File: src/rtl/tdm_demux16.sv
// Receive end of a 16-slot TDM link: steers accepted beats into slot registers,
// publishes each complete frame in parallel, and re-locks on framing errors.
module tdm_demux16 #(
    parameter int WIDTH = 1
) (
    input  logic                  clk,
    input  logic                  rst,
    input  logic [WIDTH-1:0]      din,
    input  logic                  din_valid,
    input  logic                  sync,
    output logic [16*WIDTH-1:0]   dout,
    output logic                  frame_valid,
    output logic [3:0]            slot,
    output logic                  locked,
    output logic                  sync_err
);

    typedef enum logic {HUNT = 1'b0, RUN = 1'b1} state_t;

    state_t                state_q;
    logic [3:0]            slot_q;
    logic [16*WIDTH-1:0]   shadow_q;
    logic [16*WIDTH-1:0]   dout_q;
    logic                  frame_valid_q;
    logic                  sync_err_q;
    logic                  locked_q;
    logic [3:0]            slot_d;

    assign slot_d = slot_q + 4'd1;

    always_ff @(posedge clk) begin
        if (rst) begin
            state_q       <= HUNT;
            slot_q        <= 4'd0;
            shadow_q      <= '0;
            dout_q        <= '0;
            frame_valid_q <= 1'b0;
            sync_err_q    <= 1'b0;
            locked_q      <= 1'b0;
        end else begin
            // Strobes last exactly one cycle; idle beats leave all other state alone.
            frame_valid_q <= 1'b0;
            sync_err_q    <= 1'b0;
            if (din_valid) begin
                case (state_q)
                    HUNT: begin
                        if (sync) begin
                            shadow_q[WIDTH-1:0] <= din;
                            slot_q              <= 4'd1;
                            state_q             <= RUN;
                            locked_q            <= 1'b1;
                        end
                    end
                    RUN: begin
                        if (sync) begin
                            if (slot_q != 4'd0) begin
                                // Early sync: drop the partial frame, this beat starts a new one.
                                sync_err_q <= 1'b1;
                                shadow_q   <= {{(15*WIDTH){1'b0}}, din};
                            end else begin
                                shadow_q[WIDTH-1:0] <= din;
                            end
                            slot_q <= 4'd1;
                        end else if (slot_q == 4'd0) begin
                            sync_err_q <= 1'b1;
                            state_q    <= HUNT;
                            locked_q   <= 1'b0;
                        end else if (slot_q == 4'd15) begin
                            dout_q        <= {din, shadow_q[15*WIDTH-1:0]};
                            frame_valid_q <= 1'b1;
                            slot_q        <= 4'd0;
                        end else begin
                            shadow_q[int'(slot_q)*WIDTH +: WIDTH] <= din;
                            slot_q                                <= slot_d;
                        end
                    end
                    default: begin
                        state_q  <= HUNT;
                        slot_q   <= 4'd0;
                        locked_q <= 1'b0;
                    end
                endcase
            end
        end
    end

    assign dout        = dout_q;
    assign frame_valid = frame_valid_q;
    assign slot        = slot_q;
    assign locked      = locked_q;
    assign sync_err    = sync_err_q;

endmodule

File: config.mk
export PLATFORM = sky130hd
export DESIGN_NAME = tdm_demux16
export DESIGN_NICKNAME = d
export VERILOG_FILES = /design/src/rtl/tdm_demux16.sv
export SDC_FILE = /design/constraint.sdc
export NUM_CORES = 1
export LEC_CHECK = 0
export ABC_CLOCK_PERIOD_IN_PS = 2450
export CAP_MARGIN = 30
export CORE_MARGIN = 8
export CORE_UTILIZATION = 30
export CTS_BUF_LIST = sky130_fd_sc_hd__clkbuf_2
export CTS_CLUSTER_DIAMETER = 150
export DETAILED_ROUTE_END_ITERATION = 6
export PLACE_DENSITY_LB_ADDON = 0.3
export SLEW_MARGIN = 0
export SYNTH_ARGS = -nofsm -noshare
export SYNTH_HDL_FRONTEND = slang
export SYNTH_SLANG_ARGS = --single-unit
File: constraint.sdc
create_clock -name clk -period 2.45 [get_ports clk]
set_clock_uncertainty 0.05 [all_clocks]
set_input_delay 0.245 -clock clk [delete_from_list [all_inputs] [get_ports clk]]
set_output_delay 0.245 -clock clk [all_outputs]
set_load 0.02 [all_outputs]
==> results.sh <==
export IMPL_rsz0062_at_grt="false"
export IMPL_synth_cell_types=53
export IMPL_place_congestion=0.830
export IMPL_power_density_mw_per_mm2=512
export IMPL_p_total_mw=1.28
export IMPL_outcome="completed"
export IMPL_worst_setup_path_type="reg2reg"
export IMPL_cts_root_buf="clkbuf_2"
export IMPL_yosysWarnings=0
export IMPL_wl_mm=5.18
export IMPL_synth_top_area_cell="dfxtp_1"
export IMPL_hold_violations=0
export IMPL_avgSynthCellArea_um2=8.38
export IMPL_final_util_pct=37.4
export IMPL_final_area_mm2=0.00250
export IMPL_cts_repair_resized=0
export IMPL_max_vdd_ir_drop_uv=246
export IMPL_ctsLongestPathBuffers=2
export IMPL_fmax_mhz=460
export IMPL_die_h_um=98.2
export IMPL_syn_nets=255
export IMPL_endpoint_kind="flip-flop"
export IMPL_io_pins=28
export IMPL_slew_headroom_pct=60.4
export IMPL_synth_top_area_share_pct=38.5
export IMPL_final_setup_viol_count=0
export IMPL_post_cts_setup_buffers=0
export IMPL_port_buffers=27
export IMPL_setup_tns_ns=0
export IMPL_hold_class="reg2reg"
export IMPL_hpwlAfterDp_mm=3.78
export IMPL_period_needed_ns=2.18
export IMPL_antenna_found_initial=0
export IMPL_syn_inst=242
export IMPL_yosysMostFrequentCell="nand2_1"
export IMPL_vias=1824
export IMPL_grt_use_total_pct=11.2
export IMPL_detail_route_antenna_nets=0
export IMPL_grt_pass1_vias=1855
export IMPL_detail_route_iter0_violations=169
export IMPL_holdWs_ns=0.418
export IMPL_synthTopCellsByArea="dfxtp_1 (39%), nand2_1 (9.6%), a21oi_1 (7.7%)"
export IMPL_cts_sink_count=39
export IMPL_grt_pass1_wl_mm=8.91
export IMPL_ys_seq_elements=39
export IMPL_fp_coreArea_mm2=0.00668
export IMPL_slew_violations=0
export IMPL_worstPathRequired_ns=2.73
export IMPL_worstPathArrival_ns=2.45
export IMPL_cts_buffers=5
export IMPL_firstDrtPassIters=4
export IMPL_n_antenna_cell=0
export IMPL_synth_edff_count=0
export IMPL_nets=287
export IMPL_hold_buffers=0
export IMPL_viasPerCell=5.14
export IMPL_leakage_nw=0.859
export IMPL_drv_cap=0
export IMPL_die_w_um=98.2
export IMPL_ys_flop_type="dfxtp_1"
export IMPL_dpl_cell_area_mm2=0.00241
export IMPL_final_layout_size_suffix_gt1_share_pct=12.0
export IMPL_syn2layout_area_growth_pct=23.3
export IMPL_startpoint_type="flip-flop"
export IMPL_path_max_fanout=6
export IMPL_fin_crit_sh_pct=88.8
export IMPL_netlist_area_mm2=0.00203
export IMPL_wl_per_cell_um=14.6
export IMPL_tightest_slew_ns=0.590
export IMPL_async_reset_ff_share_pct=0
export IMPL_multiInputGateArea_mm2=0.00112
export IMPL_clkLatencyLatePin_ns=0.41
export IMPL_clkTransAtPathRegs_ns=0.21
export IMPL_synth_seq_area_share_pct=38.5
export IMPL_num_rows=30
export IMPL_seq_area_um2=782
export IMPL_cts_tree="done"
export IMPL_ys_top_cells_by_count="nand2_1 (52), dfxtp_1 (39), a21oi_1 (31), inv_1 (10), o21ai_0 (10)"
export IMPL_initial_core_util_pct=30.3
export IMPL_drc=0
export IMPL_h_tree_depth=2
export IMPL_overflow=0
export IMPL_fillers=723
export IMPL_grt_max_degree=33
export IMPL_dieArea_mm2=0.00964
==> sequential cells by signal (all words and copies together), names as in the netlist <==
signal,flops
frame_valid,1
slot,4
state_q,1
shadow_q,15
locked,1
sync_err,1
dout,16
==> per-stage QoR <==
step | worst slack, ns | instances
floorplan | 0.0891 | 242
global placement | 0.264 | 347
detailed placement | 0.244 | 347
CTS | 0.280 | 355
global route | 0.0986 | 355
finish | 0.274 | 355
==> logic make-up after synthesis <==
kind of cell             Yosys count  synth area share (%)
AND/OR/NAND/NOR                   92                  24.9
buffers and inverters             26                  6.17
AO/OA/AOI/OAI                     71                  22.2
adder cells (fa/ha/maj)            8                  4.94
XOR/XNOR                           2                  1.23
multiplexers                       4                  1.98
flip-flops                        39                  38.5
==> power by group <==
| group | total (mW) | internal, mW | switching [mW] |
|---|---|---|---|
| logic | 0.128 | 0.0473 | 0.0806 |
| registers | 0.647 | 0.641 | 0.00598 |
| clock network | 0.504 | 0.279 | 0.225 |
==> critical path, cell delays in order, from the launching register on <==
cell	delay, ns
dfxtp_1	0.38
inv_1	0.08
ha_1	0.23
nand2_4	0.11
inv_2	0.05
ha_1	0.28
nor4_4	0.45
nand4b_1	0.21
o31ai_1	0.26
==> path summary, 6_finish.rpt <==
path,startpoint,end,slack [ns],cells after the start
worst max-delay path,slot[1]$_SDFFE_PP0P_,shadow_q[11]$_SDFFE_PP0P_,0.27,8
worst min-delay path,dout[15]$_SDFFE_PP0P_,dout[15]$_SDFFE_PP0P_,0.42,2
worst max register to register,slot[1]$_SDFFE_PP0P_,shadow_q[11]$_SDFFE_PP0P_,0.27,8
worst min register to register,dout[15]$_SDFFE_PP0P_,dout[15]$_SDFFE_PP0P_,0.42,2
==> cells in the final DEF, fill, tap and decap left out, types with 2 or more instances in the layout <==
cell,instances
nand2b_1,3
and4b_1,2
nor3_1,2
o22ai_1,3
o31ai_1,4
o211ai_2,2
nor2_1,4
o2bb2ai_1,3
o21ai_0,10
and2_1,2
clkbuf_2,6
a21oi_1,31
nand3b_1,2
ha_1,8
nand2_1,52
clkdlybuf4s50_1,27
a211o_1,4
a211oi_1,2
mux2i_1,4
nor2b_1,3
dfxtp_1,38
buf_4,12
nor4_4,2
nand3_1,3
a31oi_1,2
a2bb2oi_1,2
nand4_1,5
inv_1,10
o2111ai_1,2
bufinv_16,2
==> layer usage <==
layer  GRT usage [%]  vias to the layer above  routed length (um)
met1            13.7                      843                2450
met2            18.1                       52                2310
met5               0                        -                   0
met4            3.66                        0                  64
li1                -                      923                   -
met3            3.49                        6                 347
==> cell type report <==
| type | count | area share (%) |
|---|---|---|
| Multi-Input combinational cell | 177 | 44.9 |
| Sequential cell | 39 | 31.3 |
| Timing Repair Buffer | 39 | 14.4 |
| Tap cell | 80 | 4.01 |
| Clock inverter | 2 | 2.40 |
| Inverter | 12 | 1.80 |
| Clock buffer | 6 | 1.20 |
No activity file was read; power rests on OpenSTA's default activity.
